`src/rtl/match_pkg.sv`:
```
// Shared match-state encoding for the match sequencer, VGA overlay and seven-seg path.
package match_pkg;

  typedef enum logic [2:0] {
    ST_IDLE  = 3'd0,
    ST_SERVE = 3'd1,
    ST_PLAY  = 3'd2,
    ST_POINT = 3'd3,
    ST_OVER  = 3'd4
  } match_state_e;

  localparam logic [2:0] MATCH_ENC_IDLE  = 3'd0;
  localparam logic [2:0] MATCH_ENC_SERVE = 3'd1;
  localparam logic [2:0] MATCH_ENC_PLAY  = 3'd2;
  localparam logic [2:0] MATCH_ENC_POINT = 3'd3;
  localparam logic [2:0] MATCH_ENC_OVER  = 3'd4;

  // Index/counter widths never collapse to zero bits, even for degenerate sizes.
  function automatic int clog2_min1(input int v);
    return (v <= 2) ? 1 : $clog2(v);
  endfunction

  function automatic int max_int(input int a, input int b);
    return (a > b) ? a : b;
  endfunction

endpackage

```
`src/rtl/frame_tick_sync.sv`:
```
// Brings vsync into the clkin domain and emits a one-cycle tick per frame.
module frame_tick_sync (
  input  logic clk,
  input  logic rst,
  input  logic i_async,
  output logic o_tick
);

  logic r_s1, r_s2, r_s3, r_tick;

  always_ff @(posedge clk or posedge rst) begin
    if (rst) begin
      r_s1   <= 1'b0;
      r_s2   <= 1'b0;
      r_s3   <= 1'b0;
      r_tick <= 1'b0;
    end else begin
      r_s1   <= i_async;
      r_s2   <= r_s1;
      r_s3   <= r_s2;
      // Registered edge pulse keeps the tick glitch-free for the FSM.
      r_tick <= r_s2 & ~r_s3;
    end
  end

  assign o_tick = r_tick;

endmodule

```
`src/rtl/match_controller.sv`:
```
// N-player match sequencer: serve/point countdowns, score array and win detection.
// Optional MATCH_WIN_BY_TWO_EN: win needs a 2-point lead; saturation forces a win.
module match_controller
  import match_pkg::*;
#(
  parameter int  NUM_PLAYERS  = 2,
  parameter int  SCORE_W      = 8,
  parameter int  WIN_SCORE    = 11,
  parameter int  SERVE_FRAMES = 60,
  parameter int  POINT_FRAMES = 90,
  localparam int IDX_W        = clog2_min1(NUM_PLAYERS)
) (
  input  logic                           clkin,
  input  logic                           rst,
  input  logic                           vsync,
  input  logic                           start,
  input  logic                           pause,
  input  logic                           point_valid,
  input  logic [IDX_W-1:0]               point_idx,
  output logic [2:0]                     state,
  output logic [NUM_PLAYERS*SCORE_W-1:0] scores,
  output logic [IDX_W-1:0]               serve_idx,
  output logic                           ball_enable,
  output logic                           point_ack,
  output logic                           winner_valid,
  output logic [IDX_W-1:0]               winner_idx
);

  localparam int CNT_W = clog2_min1(max_int(SERVE_FRAMES, POINT_FRAMES) + 1);
  localparam logic [CNT_W-1:0]   SERVE_LOAD = CNT_W'(SERVE_FRAMES);
  localparam logic [CNT_W-1:0]   POINT_LOAD = CNT_W'(POINT_FRAMES);
  localparam logic [CNT_W-1:0]   CNT_ONE    = CNT_W'(1);
  localparam logic [SCORE_W-1:0] SCORE_MAX  = '1;
  localparam logic [SCORE_W-1:0] SCORE_ONE  = SCORE_W'(1);
  localparam logic [SCORE_W-1:0] WIN_VAL    = SCORE_W'(WIN_SCORE);
  localparam logic [IDX_W:0]     NP_EXT     = (IDX_W+1)'(NUM_PLAYERS);
  localparam logic [IDX_W-1:0]   LAST_IDX   = IDX_W'(NUM_PLAYERS - 1);
  localparam logic [IDX_W-1:0]   IDX_ONE    = IDX_W'(1);

  match_state_e       r_state;
  logic [CNT_W-1:0]   r_cnt;
  logic [SCORE_W-1:0] r_score [NUM_PLAYERS];
  logic [IDX_W-1:0]   r_serve_idx;
  logic [IDX_W-1:0]   r_winner_idx;
  logic               r_ball_en;
  logic               r_point_ack;
  logic               r_winner_valid;
  logic               r_start_d;

  logic               w_tick;
  logic               w_start_rise;
  logic               w_point_ok;
  logic               w_win;
  logic [SCORE_W-1:0] w_cur_score;
  logic [SCORE_W-1:0] w_new_score;

  frame_tick_sync u_frame_tick_sync (
    .clk     (clkin),
    .rst     (rst),
    .i_async (vsync),
    .o_tick  (w_tick)
  );

  assign w_start_rise = start & ~r_start_d;
  assign w_point_ok   = point_valid & ~pause & ({1'b0, point_idx} < NP_EXT);

  always_comb begin
    w_cur_score = '0;
    for (int i = 0; i < NUM_PLAYERS; i++) begin
      if (point_idx == IDX_W'(i)) w_cur_score = r_score[i];
    end
  end

  assign w_new_score = (w_cur_score == SCORE_MAX) ? SCORE_MAX : (w_cur_score + SCORE_ONE);

`ifdef MATCH_WIN_BY_TWO_EN
  localparam logic [SCORE_W+1:0] LEAD = (SCORE_W+2)'(2);
  logic w_lead_ok;

  always_comb begin
    w_lead_ok = 1'b1;
    for (int i = 0; i < NUM_PLAYERS; i++) begin
      if ((point_idx != IDX_W'(i)) &&
          (({2'b00, r_score[i]} + LEAD) > {2'b00, w_new_score}))
        w_lead_ok = 1'b0;
    end
    // A saturated counter can no longer grow its lead, so it wins outright.
    w_win = (w_new_score == SCORE_MAX) | ((w_new_score >= WIN_VAL) & w_lead_ok);
  end
`else
  assign w_win = (w_new_score == WIN_VAL);
`endif

  always_ff @(posedge clkin or posedge rst) begin
    if (rst) begin
      r_state        <= ST_IDLE;
      r_cnt          <= '0;
      r_serve_idx    <= '0;
      r_winner_idx   <= '0;
      r_ball_en      <= 1'b0;
      r_point_ack    <= 1'b0;
      r_winner_valid <= 1'b0;
      r_start_d      <= 1'b0;
      for (int i = 0; i < NUM_PLAYERS; i++) r_score[i] <= '0;
    end else begin
      r_start_d   <= start;
      r_point_ack <= 1'b0;
      r_ball_en   <= 1'b0;
      case (r_state)
        ST_IDLE, ST_OVER: begin
          if (w_start_rise) begin
            for (int i = 0; i < NUM_PLAYERS; i++) r_score[i] <= '0;
            r_serve_idx    <= '0;
            r_winner_valid <= 1'b0;
            r_winner_idx   <= '0;
            r_cnt          <= SERVE_LOAD;
            r_state        <= ST_SERVE;
          end
        end
        ST_SERVE: begin
          if (!pause) begin
            if (r_cnt == '0) begin
              r_state   <= ST_PLAY;
              r_ball_en <= 1'b1;
            end else if (w_tick) begin
              r_cnt <= r_cnt - CNT_ONE;
              if (r_cnt == CNT_ONE) begin
                r_state   <= ST_PLAY;
                r_ball_en <= 1'b1;
              end
            end
          end
        end
        ST_PLAY: begin
          // Frame ticks carry no meaning here, so a coincident point always wins.
          r_ball_en <= ~pause & ~w_point_ok;
          if (w_point_ok) begin
            r_point_ack <= 1'b1;
            for (int i = 0; i < NUM_PLAYERS; i++) begin
              if (point_idx == IDX_W'(i)) r_score[i] <= w_new_score;
            end
            if (w_win) begin
              r_winner_idx   <= point_idx;
              r_winner_valid <= 1'b1;
              r_state        <= ST_OVER;
            end else begin
              r_serve_idx <= (r_serve_idx == LAST_IDX) ? '0 : (r_serve_idx + IDX_ONE);
              r_cnt       <= POINT_LOAD;
              r_state     <= ST_POINT;
            end
          end
        end
        ST_POINT: begin
          if (!pause) begin
            if (r_cnt == '0) begin
              r_cnt   <= SERVE_LOAD;
              r_state <= ST_SERVE;
            end else if (w_tick) begin
              if (r_cnt == CNT_ONE) begin
                r_cnt   <= SERVE_LOAD;
                r_state <= ST_SERVE;
              end else begin
                r_cnt <= r_cnt - CNT_ONE;
              end
            end
          end
        end
        default: r_state <= ST_IDLE;
      endcase
    end
  end

  for (genvar g = 0; g < NUM_PLAYERS; g++) begin : g_pack
    assign scores[g*SCORE_W +: SCORE_W] = r_score[g];
  end

  assign state        = r_state;
  assign serve_idx    = r_serve_idx;
  assign ball_enable  = r_ball_en;
  assign point_ack    = r_point_ack;
  assign winner_valid = r_winner_valid;
  assign winner_idx   = r_winner_idx;

endmodule

```
`config.mk`:
```
export PLATFORM = sky130hd
export DESIGN_NAME = match_controller
export DESIGN_NICKNAME = d
export VERILOG_FILES = /design/src/rtl/match_pkg.sv /design/src/rtl/frame_tick_sync.sv /design/src/rtl/match_controller.sv
export SDC_FILE = /design/constraint.sdc
export NUM_CORES = 1
export LEC_CHECK = 0
export CAP_MARGIN = 30
export CORE_ASPECT_RATIO = 1.75
export CORE_MARGIN = 1
export CORE_UTILIZATION = 54
export CTS_BUF_LIST = sky130_fd_sc_hd__clkbuf_8 sky130_fd_sc_hd__clkbuf_16
export CTS_CLUSTER_DIAMETER = 80
export DETAILED_ROUTE_END_ITERATION = 16
export GPL_TIMING_DRIVEN = 1
export PLACE_DENSITY = 0.79
export SLEW_MARGIN = 15
export SYNTH_ARGS = -nofsm -noshare
export SYNTH_HDL_FRONTEND = slang
export SYNTH_HIERARCHICAL = 1
export SYNTH_SLANG_ARGS = --single-unit
```
`constraint.sdc`:
```
create_clock -name clkin -period 2.8 [get_ports clkin]
set_input_delay 0.84 -clock clkin [delete_from_list [all_inputs] [get_ports clkin]]
set_output_delay 0.84 -clock clkin [all_outputs]
set_load 0.05 [all_outputs]
```
==> flow_summary.yaml <==
floorplanning:
  die_w_um: 50.0
  dieArea_mm2: 0.00429
  die_h_um: 85.9
  rows: 30
  coreArea_mm2: 0.00387
  pin_count: 31
  initial_core_util: 0.562
yosys:
  yosysTopAreaCell: "dfrtp_1"
  synthArstFlopShare: 1.00
  synth_most_common_cell: "dfrtp_1"
  syn-instance-count: 209
  yosysSeqAreaShare: 0.415
  avgSynthCellArea_um2: 10.4
  ys_top_cells_by_count: "36 x dfrtp_1, 15 x a21oi_1, 12 x nand2_1"
  synthDominantCellAreaShare: 0.415
  syn_area_mm2: 0.00217
  synth.ff_latch_count: 36
  synth.distinct_cells: 64
  yosysWarnings: 6
  ys_top_cells_by_area: "dfrtp_1 41%, mux2_2 5.2%, mux2_4 4.1%"
  synthesis.nets: 219
  synth-edff-count: 0
  synthFlopType: "dfrtp_1"
global_route:
  grt_pass1_wl_mm: 9.03
  gr-total-overflow: 0
  grtUsageTotal: 0.284
  grt_pass1_vias: 1872
  antenna_found_initial: 0
  grt_max_degree: 33
timing:
  fin_ws_ns: 0.135
  finClkSkew_ns: 0.00889
  min_period_ns: 2.67
  slew_headroom: 0.552
  drv_slew: 0
  whs_ns: 0.355
  clock.fmax_mhz: 375
  worstMarginPinSlew_ns: 0.669
  setup_viol: 0
  min_period_over_period: 0.952
  tns_ns: 0
  hold_viol: 0
  rsz0062_at_grt: "no"
cells_and_area:
  finalNonFillerCells: 315
  area_growth_pct: 29.9
  nets: 276
  drive_above_1_share: 0.288
  final_core_util: 0.730
  n_antenna_cell: 0
status:
  status: "finished clean"
cts:
  cts_tree: "yes"
  clk_transition_reported_paths_ns: 0.08
  htree_levels: 2
  cts_buffers: 5
  cts-root-buf: "clkbuf_8"
  clk_latency_ns: 0.30
  cts_buffer_depth: 2
  cts.sinks: 36
drt:
  vias: 1884
  first_iter_violations: 75
  post_drt_wl_per_cell_um: 17.3
  drc: 0
  ant_nets: 0
  drt-total-wl_mm: 5.46
  routed_via_density: 5.98
  drt-pass1-iter-count: 4
place:
  pre_cts_ws_ns: -0.696
  dp_hpwl_mm: 3.91
  dp.cells: 305
  io_buffers: 30
  gp_congestion: 0.943
setup_path:
  crit_path_max_fanout: 7
  worstPathRequired_ns: 2.99
  end_kind: "register"
  ff2ff_path_depth: 8
  worst-setup-path-type: "in2reg"
  cp-start-kind: "input pin"
  critPathArrivalTime_ns: 2.86
hold_path:
  worstHoldPathType: "reg2reg"
  hold_path_depth: 0
power_and_ir_drop:
  switchingPower_mw: 0.732
  pwr_density_cell_mw_per_mm2: 639
  clkPwrFrac: 0.207
  intPower_mw: 1.07
  peakVddDrop_mv: 0.506
  power_frac_comb: 0.388
  switching_share: 0.406
  power_leakage_nw: 1.23
  seq_power_share: 0.404
flow_run:
  drv_cap: 0
## final cells by class
type / count / area, um^2
Fill cell: 273 / 1040
Tap cell: 48 / 60.1
Inverter: 8 / 30.0
Timing Repair Buffer: 58 / 515
Multi-Input combinational cell: 157 / 1230
Sequential cell: 36 / 901
Clock inverter: 3 / 18.8
Clock buffer: 5 / 68.8
## stage by stage
stage	total power, mW	instance area, um^2
2_1_floorplan	1.20	2200
3_3_place_gp	1.41	2700
3_5_place_dp	1.42	2700
4_1_cts	1.81	2830
5_1_grt	1.90	2820
6_report	1.80	2820
## worst paths after layout
path	startpoint	to	slack (ns)
setup / recovery	point_idx	serve_idx	0.13
hold / removal	u_frame_tick_sync/r_s1	u_frame_tick_sync/r_s2	0.36
setup reg to reg	r_cnt[0]	r_cnt[5]	0.37
hold reg to reg	u_frame_tick_sync/r_s1	u_frame_tick_sync/r_s2	0.36
max in group asynchronous	rst	scores[11]	1.52
min in group asynchronous	rst	u_frame_tick_sync/r_s2	0.75
## layer usage
metal,vias to the layer above,part of all wire,track usage
li1,890,-,-
met1,926,0.38,0.293
met2,50,0.55,0.542
met3,18,0.036,0.0355
met4,0,0.034,0.143
met5,-,0,0
## layout by cell type (no fill, tap or decap), drive strengths merged, types with 4 or more instances in the layout
master / count
o21a: 4
nand3: 6
mux2i: 6
nor3: 8
clkdlybuf4s50: 29
nand4: 4
mux2: 16
dfrtp: 36
o21ai: 12
a21oi: 17
nand2: 12
o31ai: 4
nor2b: 4
nand2b: 7
inv: 8
clkbuf: 5
buf: 29
nor2: 12
## what timing repair did
action | 4_1_cts | 5_1_grt
gates cloned | 1 | 0
setup buffers | 1 | 0
resized for setup | 8 | 3
setup endpoints to repair | 19 | 12
hold buffers | 0 | 0
## critical path, stage by stage
cell	delay [ns]
buf_2	0.16
nand2b_4	0.16
nand2_1	0.06
ha_2	0.20
nand4_2	0.17
and2_4	0.22
o31ai_2	0.33
nor4b_4	0.08
buf_4	0.17
and2_1	0.18
o31a_1	0.28
## registers in the layout, summed over array words and instances (netlist names)
register                  cells
point_ack                     1
winner_idx                    1
state                         3
u_frame_tick_sync/r_s2        1
winner_valid                  1
scores                       16
r_start_d                     1
u_frame_tick_sync/r_s1        1
serve_idx                     1
ball_enable                   1
u_frame_tick_sync/o_tick      1
r_cnt                         7
u_frame_tick_sync/r_s3        1
## cells by family after synthesis
family          synth area share
simple gates               0.198
compound gates             0.195
flops                      0.415
mux                        0.123
buf+inv                   0.0403
xor+xnor                  0.0121
fa+ha+maj                 0.0173
## power groups by stage
stage	clock network [mW]	registers (mW)	logic, mW
4_1_cts	0.381	0.728	0.699
5_1_grt	0.393	0.744	0.761
3_3_place_gp	0	0.730	0.677
3_5_place_dp	0	0.733	0.690
6_report	0.374	0.730	0.701
2_1_floorplan	0	0.845	0.357
Note: power is estimated with default switching activity, not from simulation.
